**src/rtl/mem_port_arbiter_if.sv**
```systemverilog
// Signal bundle between the pipeline requesters, the memory arbiter and the
// unified memory/bus bridge. Signal names keep the arbiter's original port
// names so existing connection lists map one-to-one.
interface mem_port_arbiter_if #(
  parameter int unsigned ADDR_W = 32,
  parameter int unsigned DATA_W = 32
);
  localparam int unsigned BE_W = DATA_W / 8;

  // pipeline control
  logic              i_flush;

  // fetch (IF) read port
  logic              i_if_req;
  logic [ADDR_W-1:0] i_if_addr;
  logic              o_if_ack;
  logic [DATA_W-1:0] o_if_rdata;

  // memory-access (MA) load/store port
  logic              i_ma_req;
  logic              i_ma_we;
  logic [ADDR_W-1:0] i_ma_addr;
  logic [DATA_W-1:0] i_ma_wdata;
  logic [BE_W-1:0]   i_ma_be;
  logic              o_ma_ack;
  logic [DATA_W-1:0] o_ma_rdata;

  // shared bus towards the memory/bus bridge
  logic              o_bus_req;
  logic              o_bus_we;
  logic [ADDR_W-1:0] o_bus_addr;
  logic [DATA_W-1:0] o_bus_wdata;
  logic [BE_W-1:0]   o_bus_be;
  logic              i_bus_ack;
  logic [DATA_W-1:0] i_bus_rdata;

  // status
  logic              o_busy;

  // arbiter view
  modport slave (
    input  i_flush,
    input  i_if_req, i_if_addr,
    output o_if_ack, o_if_rdata,
    input  i_ma_req, i_ma_we, i_ma_addr, i_ma_wdata, i_ma_be,
    output o_ma_ack, o_ma_rdata,
    output o_bus_req, o_bus_we, o_bus_addr, o_bus_wdata, o_bus_be,
    input  i_bus_ack, i_bus_rdata,
    output o_busy
  );

  // environment view (pipeline requesters + bus bridge)
  modport master (
    output i_flush,
    output i_if_req, i_if_addr,
    input  o_if_ack, o_if_rdata,
    output i_ma_req, i_ma_we, i_ma_addr, i_ma_wdata, i_ma_be,
    input  o_ma_ack, o_ma_rdata,
    input  o_bus_req, o_bus_we, o_bus_addr, o_bus_wdata, o_bus_be,
    output i_bus_ack, i_bus_rdata,
    input  o_busy
  );
endinterface

```
**src/rtl/mem_port_arbiter.sv**
```systemverilog
// Shares one single-ported memory bus between instruction fetch (IF) and the
// memory-access stage (MA). One transaction at a time, MA has fixed priority,
// and a starvation counter forces an IF grant after STARVE_MAX consecutive MA
// grants taken while IF was waiting. A flush cancels only IF traffic: an IF
// transaction already on the bus completes but its ack is suppressed.
module mem_port_arbiter #(
  parameter int unsigned ADDR_W     = 32,
  parameter int unsigned DATA_W     = 32,
  parameter int unsigned STARVE_MAX = 4
) (
  input  logic                i_clk,
  input  logic                i_rst,
  mem_port_arbiter_if.slave   bus
);

  localparam int unsigned BE_W         = DATA_W / 8;
  localparam logic [3:0]  C_STARVE_MAX = 4'(STARVE_MAX);

  typedef enum logic [1:0] {
    S_IDLE    = 2'd0,
    S_MA_BUSY = 2'd1,
    S_IF_BUSY = 2'd2
  } state_t;

  state_t            r_state;
  state_t            w_state_nxt;

  logic [3:0]        r_starve_cnt;
  logic [3:0]        w_starve_nxt;
  logic              r_drop;
  logic              w_drop_nxt;

  logic              r_bus_we;
  logic              w_bus_we_nxt;
  logic [ADDR_W-1:0] r_bus_addr;
  logic [ADDR_W-1:0] w_bus_addr_nxt;
  logic [DATA_W-1:0] r_bus_wdata;
  logic [DATA_W-1:0] w_bus_wdata_nxt;
  logic [BE_W-1:0]   r_bus_be;
  logic [BE_W-1:0]   w_bus_be_nxt;

  logic              w_if_elig;
  logic              w_if_starved;
  logic              w_ma_win;
  logic              w_if_win;
  logic              w_busy;
  logic              w_done;

  // Arbitration decode: MA wins unless IF is eligible and has been starved.
  // The counter can pass STARVE_MAX while a flush masks IF, so the guard uses
  // >= to stay effective once the flush ends.
  always_comb begin
    w_if_elig    = bus.i_if_req && !bus.i_flush;
    w_if_starved = w_if_elig && (r_starve_cnt >= C_STARVE_MAX);
    w_ma_win     = bus.i_ma_req && !w_if_starved;
    w_if_win     = !w_ma_win && w_if_elig;
    w_busy       = (r_state != S_IDLE);
    w_done       = w_busy && bus.i_bus_ack;
  end

  // Next-state, bus field latching, starvation counter and flush-drop flag.
  always_comb begin
    w_state_nxt     = r_state;
    w_starve_nxt    = r_starve_cnt;
    w_drop_nxt      = r_drop;
    w_bus_we_nxt    = r_bus_we;
    w_bus_addr_nxt  = r_bus_addr;
    w_bus_wdata_nxt = r_bus_wdata;
    w_bus_be_nxt    = r_bus_be;

    unique case (r_state)
      S_IDLE: begin
        w_drop_nxt = 1'b0;
        if (w_ma_win) begin
          w_state_nxt     = S_MA_BUSY;
          w_bus_we_nxt    = bus.i_ma_we;
          w_bus_addr_nxt  = bus.i_ma_addr;
          w_bus_wdata_nxt = bus.i_ma_wdata;
          w_bus_be_nxt    = bus.i_ma_we ? bus.i_ma_be : '1;
          if (!bus.i_if_req) begin
            w_starve_nxt = '0;
          end else if (r_starve_cnt != 4'hF) begin
            w_starve_nxt = r_starve_cnt + 4'd1;
          end
        end else if (w_if_win) begin
          w_state_nxt     = S_IF_BUSY;
          w_bus_we_nxt    = 1'b0;
          w_bus_addr_nxt  = bus.i_if_addr;
          w_bus_wdata_nxt = '0;
          w_bus_be_nxt    = '1;
          w_starve_nxt    = '0;
        end
      end

      S_MA_BUSY: begin
        if (bus.i_bus_ack) begin
          w_state_nxt = S_IDLE;
        end
      end

      S_IF_BUSY: begin
        if (bus.i_bus_ack) begin
          w_state_nxt = S_IDLE;
          w_drop_nxt  = 1'b0;
        end else if (bus.i_flush) begin
          w_drop_nxt  = 1'b1;
        end
      end

      default: begin
        w_state_nxt = S_IDLE;
        w_drop_nxt  = 1'b0;
      end
    endcase
  end

  // State and datapath registers; reset aborts any transaction in flight.
  always_ff @(posedge i_clk or posedge i_rst) begin
    if (i_rst) begin
      r_state      <= S_IDLE;
      r_starve_cnt <= '0;
      r_drop       <= 1'b0;
      r_bus_we     <= 1'b0;
      r_bus_addr   <= '0;
      r_bus_wdata  <= '0;
      r_bus_be     <= '0;
    end else begin
      r_state      <= w_state_nxt;
      r_starve_cnt <= w_starve_nxt;
      r_drop       <= w_drop_nxt;
      r_bus_we     <= w_bus_we_nxt;
      r_bus_addr   <= w_bus_addr_nxt;
      r_bus_wdata  <= w_bus_wdata_nxt;
      r_bus_be     <= w_bus_be_nxt;
    end
  end

  // Output drive: acks and read data are combinational with the bus ack;
  // an IF ack is suppressed when a flush is pending or arrives with the ack.
  always_comb begin
    bus.o_bus_req   = w_busy;
    bus.o_busy      = w_busy;
    bus.o_bus_we    = r_bus_we;
    bus.o_bus_addr  = r_bus_addr;
    bus.o_bus_wdata = r_bus_wdata;
    bus.o_bus_be    = r_bus_be;
    bus.o_ma_ack    = w_done && (r_state == S_MA_BUSY);
    bus.o_if_ack    = w_done && (r_state == S_IF_BUSY) && !r_drop && !bus.i_flush;
    bus.o_ma_rdata  = bus.i_bus_rdata;
    bus.o_if_rdata  = bus.i_bus_rdata;
  end

  // Requesters must hold req until their ack; a flushed IF request is exempt.
  a_ma_req_held : assert property (@(posedge i_clk) disable iff (i_rst)
    (r_state == S_MA_BUSY) |-> bus.i_ma_req);

  a_if_req_held : assert property (@(posedge i_clk) disable iff (i_rst)
    ((r_state == S_IF_BUSY) && !r_drop && !bus.i_flush) |-> bus.i_if_req);

endmodule
```
**src/flat_wrapper.sv**
```systemverilog
// flat-port wrapper written by rule: the top's interface ports become plain ports
module mem_port_arbiter_flat 
#(
  parameter int unsigned ADDR_W     = 32,
  parameter int unsigned DATA_W     = 32,
  parameter int unsigned STARVE_MAX = 4
)
  (i_clk, i_rst, bus_i_flush, bus_i_if_req, bus_i_if_addr, bus_o_if_ack, bus_o_if_rdata, bus_i_ma_req, bus_i_ma_we, bus_i_ma_addr, bus_i_ma_wdata, bus_i_ma_be, bus_o_ma_ack, bus_o_ma_rdata, bus_o_bus_req, bus_o_bus_we, bus_o_bus_addr, bus_o_bus_wdata, bus_o_bus_be, bus_i_bus_ack, bus_i_bus_rdata, bus_o_busy);
  mem_port_arbiter_if #(.ADDR_W(ADDR_W), .DATA_W(DATA_W)) bus_i ();
  input  logic i_clk;
  input  logic i_rst;
  input wire logic [$bits(bus_i.i_flush)-1:0] bus_i_flush;
  input wire logic [$bits(bus_i.i_if_req)-1:0] bus_i_if_req;
  input wire logic [$bits(bus_i.i_if_addr)-1:0] bus_i_if_addr;
  output wire logic [$bits(bus_i.o_if_ack)-1:0] bus_o_if_ack;
  output wire logic [$bits(bus_i.o_if_rdata)-1:0] bus_o_if_rdata;
  input wire logic [$bits(bus_i.i_ma_req)-1:0] bus_i_ma_req;
  input wire logic [$bits(bus_i.i_ma_we)-1:0] bus_i_ma_we;
  input wire logic [$bits(bus_i.i_ma_addr)-1:0] bus_i_ma_addr;
  input wire logic [$bits(bus_i.i_ma_wdata)-1:0] bus_i_ma_wdata;
  input wire logic [$bits(bus_i.i_ma_be)-1:0] bus_i_ma_be;
  output wire logic [$bits(bus_i.o_ma_ack)-1:0] bus_o_ma_ack;
  output wire logic [$bits(bus_i.o_ma_rdata)-1:0] bus_o_ma_rdata;
  output wire logic [$bits(bus_i.o_bus_req)-1:0] bus_o_bus_req;
  output wire logic [$bits(bus_i.o_bus_we)-1:0] bus_o_bus_we;
  output wire logic [$bits(bus_i.o_bus_addr)-1:0] bus_o_bus_addr;
  output wire logic [$bits(bus_i.o_bus_wdata)-1:0] bus_o_bus_wdata;
  output wire logic [$bits(bus_i.o_bus_be)-1:0] bus_o_bus_be;
  input wire logic [$bits(bus_i.i_bus_ack)-1:0] bus_i_bus_ack;
  input wire logic [$bits(bus_i.i_bus_rdata)-1:0] bus_i_bus_rdata;
  output wire logic [$bits(bus_i.o_busy)-1:0] bus_o_busy;
  assign bus_i.i_flush = bus_i_flush;
  assign bus_i.i_if_req = bus_i_if_req;
  assign bus_i.i_if_addr = bus_i_if_addr;
  assign bus_o_if_ack = bus_i.o_if_ack;
  assign bus_o_if_rdata = bus_i.o_if_rdata;
  assign bus_i.i_ma_req = bus_i_ma_req;
  assign bus_i.i_ma_we = bus_i_ma_we;
  assign bus_i.i_ma_addr = bus_i_ma_addr;
  assign bus_i.i_ma_wdata = bus_i_ma_wdata;
  assign bus_i.i_ma_be = bus_i_ma_be;
  assign bus_o_ma_ack = bus_i.o_ma_ack;
  assign bus_o_ma_rdata = bus_i.o_ma_rdata;
  assign bus_o_bus_req = bus_i.o_bus_req;
  assign bus_o_bus_we = bus_i.o_bus_we;
  assign bus_o_bus_addr = bus_i.o_bus_addr;
  assign bus_o_bus_wdata = bus_i.o_bus_wdata;
  assign bus_o_bus_be = bus_i.o_bus_be;
  assign bus_i.i_bus_ack = bus_i_bus_ack;
  assign bus_i.i_bus_rdata = bus_i_bus_rdata;
  assign bus_o_busy = bus_i.o_busy;
  mem_port_arbiter #(.ADDR_W(ADDR_W), .DATA_W(DATA_W), .STARVE_MAX(STARVE_MAX)) u_core (.i_clk(i_clk), .i_rst(i_rst), .bus(bus_i));
endmodule
```
**config.mk**
```make
export PLATFORM = sky130hd
export DESIGN_NAME = mem_port_arbiter_flat
export DESIGN_NICKNAME = d
export VERILOG_FILES = /design/src/rtl/mem_port_arbiter_if.sv /design/src/rtl/mem_port_arbiter.sv /design/src/flat_wrapper.sv
export SDC_FILE = /design/constraint.sdc
export NUM_CORES = 1
export LEC_CHECK = 0
export CAP_MARGIN = 20
export CORE_AREA = 2 2 107 109
export CTS_CLUSTER_DIAMETER = 50
export CTS_CLUSTER_SIZE = 8
export DETAILED_ROUTE_END_ITERATION = 6
export DIE_AREA = 0 0 109 111
export HOLD_SLACK_MARGIN = 0.02
export PLACE_DENSITY = 0.78
export SLEW_MARGIN = 25
export SYNTH_ARGS = -nofsm -noshare
export SYNTH_HDL_FRONTEND = slang
export SYNTH_SLANG_ARGS = --single-unit
```
**constraint.sdc**
```tcl
create_clock -name i_clk -period 6.8 [get_ports i_clk]
set_input_delay 0.68 -clock i_clk [delete_from_list [all_inputs] [get_ports i_clk]]
set_output_delay 0.68 -clock i_clk [all_outputs]
set_load 0.03 [all_outputs]
```
==> run_summary.xml, run 1 <==
<?xml version="1.0" encoding="UTF-8"?>
<metrics>
  <group name="run_status">
    <metric name="status" unit="">completed</metric>
  </group>
  <group name="clocking">
    <metric name="hold_buffers" unit="">0</metric>
    <metric name="worst_setup_hold_path_clk_slew" unit="ns">0.05</metric>
    <metric name="clock_tree.root_cell" unit="">sky130_fd_sc_hd__clkbuf_16</metric>
    <metric name="cts_post_setup_buffers_inserted" unit="">0</metric>
    <metric name="cts-buffers-inserted" unit="">9</metric>
    <metric name="post_cts.resized_instances" unit="">0</metric>
    <metric name="clock_insertion_delay_worst_skew" unit="ns">0.33</metric>
    <metric name="max-clock-path-buffers" unit="">2</metric>
    <metric name="clock_tree.htree_level_count" unit="">3</metric>
    <metric name="cts.sinks" unit="">76</metric>
    <metric name="cts_tree" unit="">done</metric>
  </group>
  <group name="synthesis">
    <metric name="synth_cell_types" unit="">34</metric>
    <metric name="yosys_register_bits" unit="">76</metric>
    <metric name="synth_edf_count" unit="">0</metric>
    <metric name="share_of_flip_flops_with_an_asynchronous_set_or_reset" unit="">1.000</metric>
    <metric name="synthesis.yosys.warnings" unit="">0</metric>
    <metric name="mappedNetlistArea" unit="um2">3769</metric>
    <metric name="yosys.area.top_type_share" unit="">0.5046</metric>
    <metric name="synth_top_flop_cell" unit="">sky130_fd_sc_hd__dfrtp_1</metric>
    <metric name="synth.net_count" unit="">490</metric>
    <metric name="synth_area_leaders" unit="">sky130_fd_sc_hd__dfrtp_1 50%, sky130_fd_sc_hd__buf_4 13%, sky130_fd_sc_hd__mux2i_1 8.5%</metric>
    <metric name="yosys.area.top_type" unit="">sky130_fd_sc_hd__dfrtp_1</metric>
    <metric name="synth_seq_area_share" unit="">0.5046</metric>
    <metric name="synth.avg_cell_area" unit="um2">10.86</metric>
    <metric name="synthesized_instance_count" unit="">347</metric>
  </group>
  <group name="setup_path">
    <metric name="cpMostUsedCell" unit="">sky130_fd_sc_hd__clkdlybuf4s50_1</metric>
    <metric name="worstPathRequired" unit="ns">6.12</metric>
    <metric name="cp_max_fanout" unit="">5</metric>
    <metric name="timing.critical_path.cells" unit="">clkdlybuf4s50_1 &gt; nor2_1 &gt; nand2_1 &gt; nor3_1 &gt; clkdlybuf4s50_1</metric>
    <metric name="cp_top_family" unit="">buffers and inverters</metric>
    <metric name="critical_path.startpoint_type" unit="">primary input</metric>
    <metric name="path_buf_inv" unit="">2</metric>
    <metric name="setup.worst_path.end_class" unit="">output pin</metric>
    <metric name="timing.critical_path.slowest_stage_cell" unit="">sky130_fd_sc_hd__clkdlybuf4s50_1</metric>
    <metric name="critPathMaxStageDelay" unit="ns">0.70</metric>
    <metric name="cp_data_arrival_time" unit="ns">2.20</metric>
    <metric name="setup.worst_path.class" unit="">in2out</metric>
  </group>
  <group name="cells_and_area">
    <metric name="areaGrowthSynthToFinish" unit="%">46.71</metric>
    <metric name="layout_commonest_cell" unit="">sky130_fd_sc_hd__clkdlybuf4s50_1</metric>
    <metric name="final_net_count" unit="">601</metric>
    <metric name="final_core_utilization" unit="">0.4992</metric>
    <metric name="insertedDiodeCount" unit="">0</metric>
    <metric name="most_used_cells_in_the_layout_excluding_fill_and_tap_cells" unit="">179 x sky130_fd_sc_hd__clkdlybuf4s50_1, 76 x sky130_fd_sc_hd__dfrtp_1, 39 x sky130_fd_sc_hd__nand2_1, 34 x sky130_fd_sc_hd__o21ai_1, 33 x sky130_fd_sc_hd__a22o_1</metric>
    <metric name="layout.filler_cells" unit="">1021</metric>
    <metric name="share_of_cells_above_drive_strength_1" unit="">0.05616</metric>
  </group>
  <group name="placed_design">
    <metric name="post-dp-hpwl" unit="mm">7.020</metric>
    <metric name="gpl.final_weighted_congestion" unit="">0.7265</metric>
    <metric name="port_buffer_count" unit="">179</metric>
  </group>
  <group name="floorplanning">
    <metric name="io-pin-count" unit="">276</metric>
    <metric name="core_area" unit="um2">11080</metric>
    <metric name="die_height" unit="um">111</metric>
    <metric name="die_area" unit="um2">12100</metric>
    <metric name="rows" unit="">39</metric>
    <metric name="start_util" unit="">0.3402</metric>
    <metric name="chipWidth" unit="um">109</metric>
  </group>
  <group name="routing">
    <metric name="postRouteWirelength" unit="mm">9.446</metric>
    <metric name="route.vias.total" unit="">2833</metric>
    <metric name="route.detailed.wl_per_inst" unit="um">15.59</metric>
    <metric name="ant_nets" unit="">0</metric>
    <metric name="drt-vias-per-instance" unit="">4.675</metric>
    <metric name="detail_route.first_pass.iterations" unit="">4</metric>
    <metric name="detail_route.iter0.violations" unit="">58</metric>
    <metric name="route.detailed.drc" unit="">0</metric>
  </group>
  <group name="timing">
    <metric name="timing.slew.headroom" unit="">0.5094</metric>
    <metric name="setup_viol" unit="">0</metric>
    <metric name="timing.final.crit_period" unit="ns">2.879</metric>
    <metric name="final_hold_violation_count" unit="">0</metric>
    <metric name="worst_pin_slew" unit="ns">0.7358</metric>
    <metric name="totalNegativeSetupSlack" unit="ns">0</metric>
    <metric name="grt_setup_unrepaired" unit="">no</metric>
    <metric name="max_freq" unit="MHz">347.4</metric>
    <metric name="final_min_period_over_clock_period" unit="">0.4233</metric>
    <metric name="worst_clock_skew" unit="ns">0.006136</metric>
    <metric name="timing_max_transition_violations_final" unit="">0</metric>
  </group>
  <group name="run">
    <metric name="maxCapViolations" unit="">0</metric>
  </group>
  <group name="grt">
    <metric name="grt_max_degree" unit="">77</metric>
    <metric name="grt_first_pass_wirelength" unit="mm">14.67</metric>
    <metric name="grt_antenna_before_repair" unit="">0</metric>
    <metric name="grt_pass1_vias" unit="">2984</metric>
    <metric name="grt_overflow_total" unit="">0</metric>
    <metric name="gr-usage-all-layers" unit="">0.1561</metric>
  </group>
  <group name="power_and_ir_drop">
    <metric name="cellPowerDensity" unit="nW/um2">459.8</metric>
    <metric name="max-vdd-ir-drop" unit="mV">0.2402</metric>
    <metric name="p_leak" unit="nW">2.403</metric>
  </group>
  <group name="hold_path">
    <metric name="worstHoldPathType" unit="">reg2reg</metric>
  </group>
</metrics>
-- through the flow --
step	area, um2	setup slack (ns)	std cells	hold WS, ns	total power, mW
2_1_floorplan	3769	4.182	347	0.4632	1.565
3_3_place_gp	5174	3.755	589	0.4664	2.002
3_5_place_dp	5174	3.629	589	0.4744	2.034
4_1_cts	5498	3.911	605	0.4869	2.557
5_1_grt	5529	3.822	606	0.5078	2.676
6_report	5529	3.921	606	0.4808	2.542
-- Yosys cell counts, drive strengths merged (4+ instances only) --
cell type,count
buf,80
dfrtp,76
nand2,39
o21ai,36
a22o,33
mux2i,32
inv,8
nor2,6
ha,4
o22a,4
-- per-layer routing --
layer,up-vias,routed length [um],global-route usage
li1,1358,-,-
met3,39,823,0.04527
met2,119,4674,0.2650
met5,-,0,0
met4,0,300,0.07949
met1,1317,3647,0.1750
-- cell families after synthesis --
| group | count (synthesis) | share of synthesized area |
|---|---|---|
| and+or+nand+nor | 57 | 0.06574 |
| muxes | 32 | 0.08499 |
| buffers and inverters | 91 | 0.1660 |
| AOI/OAI and AO/OA | 87 | 0.1653 |
| DFF | 76 | 0.5046 |
| adders and majority gates | 4 | 0.01328 |
-- where the power goes --
| part | total, mW | switching, mW | internal [mW] |
|---|---|---|---|
| clock network | 0.510 | 0.187 | 0.323 |
| logic | 1.26 | 0.714 | 0.550 |
| registers | 0.768 | 0.115 | 0.653 |
-- worst paths after layout --
check / from / endpoint / slack, ns / depth (start not counted)
setup / recovery: bus_i_flush / bus_o_if_ack / 3.92 / 5
hold / removal: u_core.bus.o_bus_addr[2] / u_core.bus.o_bus_addr[2] / 0.48 / 2
setup reg to reg: u_core.r_state[0] / u_core.bus.o_bus_be[0] / 4.51 / 5
hold reg to reg: u_core.bus.o_bus_addr[2] / u_core.bus.o_bus_addr[2] / 0.48 / 2
max in group asynchronous: i_rst / u_core.r_starve_cnt[3] / 5.47 / 3
min in group asynchronous: i_rst / u_core.bus.o_bus_addr[1] / 0.87 / 3
-- flip-flops by register name, summed over array words and instances, names as in the netlist --
name and count:
u_core.bus.o_bus_we 1, u_core.r_drop 1, u_core.r_state 2, u_core.bus.o_bus_be 4
u_core.bus.o_bus_addr 32, u_core.r_starve_cnt 4, u_core.bus.o_bus_wdata 32
-- worst register-to-register path: cells and delay by family, from the launching register on --
| family | cells | cell delay (ns) |
|---|---|---|
| AOI/OAI and AO/OA | 2 | 0.98 |
| adders and majority gates | 1 | 0.38 |
| buffers and inverters | 1 | 0.09 |
| and+or+nand+nor | 1 | 0.31 |
| DFF | 1 | 0.41 |
-- cell type report --
type                    instances  area [um2]  area share
flip-flops and latches         76        1902      0.3440
clock buffers                   9       225.2     0.04073
clock inverters                 7       98.84     0.01788
well taps                     143       178.9     0.03236
inverters                       8       30.03    0.005431
repair buffers                183        1846      0.3338
multi-input cells             180        1249      0.2258
No activity file was read; power rests on OpenSTA's default activity.
==> inputs of run 2 (changes only) <==
CORE_AREA = default   (was 2 2 107 109)
CORE_ASPECT_RATIO = 1.2   (was default)
CORE_MARGIN = 2   (was default)
CORE_UTILIZATION = 31   (was default)
DIE_AREA = default   (was 0 0 109 111)
PLACE_DENSITY = 0.74   (was 0.78)
clock period = 2.4 ns   (was 6.8 ns; I/O delays follow)
==> run 2 against run 1 <==
Global-route usage is 0.071 points lower. Register-to-register slack worse by 3.9 ns. Final cell count is 3.0% higher. Via count is 2.8% higher. Non-clock buffer count stayed put. Clock power grew to 2.8 times the previous value. Hold slack worse by 0.20 ns. Core utilization is 3.6 points lower. Setup slack worse by 3.8 ns.
==> run_summary.xml, run 2 (synthesis results as in run 1) <==
<?xml version="1.0" encoding="UTF-8"?>
<metrics>
  <group name="setup_path">
    <metric name="setup.worst_path.class" unit="">reg2out</metric>
    <metric name="worstPathRequired" unit="ns">2.16</metric>
    <metric name="setup.worst_path.end_class" unit="">output pin</metric>
    <metric name="cp_data_arrival_time" unit="ns">2.03</metric>
    <metric name="critical_path.startpoint_type" unit="">flip-flop</metric>
    <metric name="cp_max_fanout" unit="">8</metric>
  </group>
  <group name="grt">
    <metric name="grt_max_degree" unit="">98</metric>
    <metric name="grt_first_pass_wirelength" unit="mm">16.16</metric>
    <metric name="grt_antenna_before_repair" unit="">0</metric>
    <metric name="grt_pass1_vias" unit="">3093</metric>
    <metric name="gr-usage-all-layers" unit="">0.1554</metric>
    <metric name="grt_overflow_total" unit="">0</metric>
  </group>
  <group name="clocking">
    <metric name="cts_post_setup_buffers_inserted" unit="">0</metric>
    <metric name="clock_tree.htree_level_count" unit="">3</metric>
    <metric name="max-clock-path-buffers" unit="">2</metric>
    <metric name="clock_tree.root_cell" unit="">sky130_fd_sc_hd__clkbuf_16</metric>
    <metric name="cts_tree" unit="">done</metric>
    <metric name="post_cts.resized_instances" unit="">0</metric>
    <metric name="worst_setup_hold_path_clk_slew" unit="ns">0.07</metric>
    <metric name="cts.sinks" unit="">76</metric>
    <metric name="cts-buffers-inserted" unit="">9</metric>
    <metric name="hold_buffers" unit="">0</metric>
    <metric name="clock_insertion_delay_worst_skew" unit="ns">0.34</metric>
  </group>
  <group name="placed_design">
    <metric name="dpl_worst_slack" unit="ns">0.4174</metric>
    <metric name="port_buffer_count" unit="">179</metric>
    <metric name="numPlacedInstances" unit="">608</metric>
    <metric name="gpl.final_weighted_congestion" unit="">0.7082</metric>
    <metric name="post-dp-hpwl" unit="mm">7.622</metric>
  </group>
  <group name="timing">
    <metric name="max_freq" unit="MHz">440.6</metric>
    <metric name="final_hold_violation_count" unit="">0</metric>
    <metric name="timing_max_transition_violations_final" unit="">0</metric>
    <metric name="timing.slew.headroom" unit="">0.5659</metric>
    <metric name="final_min_period_over_clock_period" unit="">0.9457</metric>
    <metric name="setup_slack" unit="ns">0.1303</metric>
    <metric name="grt_setup_unrepaired" unit="">no</metric>
    <metric name="worst_pin_slew" unit="ns">0.6504</metric>
    <metric name="timing.final.crit_period" unit="ns">2.270</metric>
    <metric name="totalNegativeSetupSlack" unit="ns">0</metric>
    <metric name="worst_clock_skew" unit="ns">0.01033</metric>
    <metric name="setup_viol" unit="">0</metric>
  </group>
  <group name="routing">
    <metric name="detail_route.iter0.violations" unit="">69</metric>
    <metric name="route.detailed.wl_per_inst" unit="um">16.05</metric>
    <metric name="postRouteWirelength" unit="mm">10.02</metric>
    <metric name="detail_route.first_pass.iterations" unit="">4</metric>
    <metric name="route.vias.total" unit="">2913</metric>
    <metric name="ant_nets" unit="">0</metric>
    <metric name="drt-vias-per-instance" unit="">4.668</metric>
    <metric name="route.detailed.drc" unit="">0</metric>
  </group>
  <group name="floorplanning">
    <metric name="core_area" unit="um2">12000</metric>
    <metric name="die_area" unit="um2">13060</metric>
    <metric name="start_util" unit="">0.3140</metric>
    <metric name="chipWidth" unit="um">104.7</metric>
    <metric name="rows" unit="">44</metric>
    <metric name="die_height" unit="um">124.8</metric>
    <metric name="io-pin-count" unit="">276</metric>
  </group>
  <group name="cells_and_area">
    <metric name="areaGrowthSynthToFinish" unit="%">47.54</metric>
    <metric name="layout_commonest_cell" unit="">sky130_fd_sc_hd__clkdlybuf4s50_1</metric>
    <metric name="share_of_cells_above_drive_strength_1" unit="">0.05616</metric>
    <metric name="most_used_cells_in_the_layout_excluding_fill_and_tap_cells" unit="">177 x sky130_fd_sc_hd__clkdlybuf4s50_1, 76 x sky130_fd_sc_hd__dfrtp_1, 39 x sky130_fd_sc_hd__nand2_1, 34 x sky130_fd_sc_hd__o21ai_1, 33 x sky130_fd_sc_hd__a22o_1</metric>
    <metric name="finish.cell_count_without_fillers" unit="">624</metric>
    <metric name="final_core_utilization" unit="">0.4633</metric>
    <metric name="final_net_count" unit="">601</metric>
    <metric name="insertedDiodeCount" unit="">0</metric>
  </group>
  <group name="power_and_ir_drop">
    <metric name="p_leak" unit="nW">2.443</metric>
    <metric name="cellPowerDensity" unit="nW/um2">1291</metric>
    <metric name="design_power_total" unit="mW">7.176</metric>
    <metric name="max-vdd-ir-drop" unit="mV">0.7372</metric>
  </group>
  <group name="hold_path">
    <metric name="worstHoldPathType" unit="">in2async</metric>
  </group>
  <group name="run_status">
    <metric name="status" unit="">completed</metric>
  </group>
  <group name="run">
    <metric name="maxCapViolations" unit="">0</metric>
  </group>
</metrics>
run 2: changes by cell type in the layout (fill, tap and decap cells not counted):
| cell | before | now |
|---|---|---|
| sky130_fd_sc_hd__buf_16 | 1 | 0 |
| sky130_fd_sc_hd__clkinv_4 | 2 | 0 |
| sky130_fd_sc_hd__dlymetal6s2s_1 | 0 | 2 |
| sky130_fd_sc_hd__buf_12 | 0 | 3 |
| sky130_fd_sc_hd__bufinv_16 | 2 | 1 |
| sky130_fd_sc_hd__buf_4 | 2 | 1 |
| sky130_fd_sc_hd__clkinvlp_4 | 1 | 0 |
| sky130_fd_sc_hd__inv_2 | 1 | 0 |
| sky130_fd_sc_hd__inv_6 | 1 | 4 |
| sky130_fd_sc_hd__inv_8 | 0 | 2 |
| sky130_fd_sc_hd__clkdlybuf4s50_1 | 179 | 177 |
| sky130_fd_sc_hd__buf_6 | 1 | 0 |
run 2: final cells by class:
cell class	count	area, um2
Fill cell	1146	6441
Clock buffer	9	225.2
Sequential cell	76	1902
Inverter	8	31.28
Multi-Input combinational cell	180	1249
Clock inverter	7	87.58
Tap cell	161	201.4
Timing Repair Buffer	183	1864
run 2: path summary, 6_finish.rpt:
| kind | startpoint | endpoint | slack (ns) | cells after the start |
|---|---|---|---|---|
| setup reg to reg | u_core.r_state[0] | u_core.r_starve_cnt[3] | 0.58 | 6 |
| max in group asynchronous | i_rst | u_core.bus.o_bus_we | 1.46 | 3 |
| hold reg to reg | u_core.bus.o_bus_addr[16] | u_core.bus.o_bus_addr[16] | 0.48 | 2 |
| setup / recovery | u_core.r_state[0] | bus_o_bus_req | 0.13 | 4 |
| min in group i_clk | bus_i_bus_rdata[6] | bus_o_ma_rdata[6] | 0.48 | 0 |
| hold / removal | i_rst | u_core.bus.o_bus_wdata[30] | 0.28 | 2 |
run 2: power breakdown:
part	internal [mW]	switching, mW	leakage, nW
clock	0.835	0.577	0.155
combinational	1.55	2.06	1.35
sequential	1.85	0.303	0.942
total	4.23	2.94	2.44
run 2: layer usage:
metal  global-route usage  wire length (um)  vias to the layer above
met2               0.2684              4988                      160
met1               0.1764              3908                     1360
li1                     -                 -                     1367
met5                    0                 0                        -
met3              0.04971               935                       26
met4              0.06431               182                        0
run 2: critical path: stages (launching register included):
cell,delay [ns]
sky130_fd_sc_hd__dfrtp_1,0.40
sky130_fd_sc_hd__inv_1,0.08
sky130_fd_sc_hd__ha_1,0.33
sky130_fd_sc_hd__inv_1,0.19
sky130_fd_sc_hd__clkdlybuf4s50_1,0.70
run 2: per-stage QoR:
stage | area, um2 | hold slack [ns]
floorplan | 3769 | 0.3660
global placement | 5243 | 0.4692
detailed placement | 5243 | 0.4746
CTS | 5555 | 0.3058
global route | 5560 | 0.3652
finish | 5560 | 0.2826
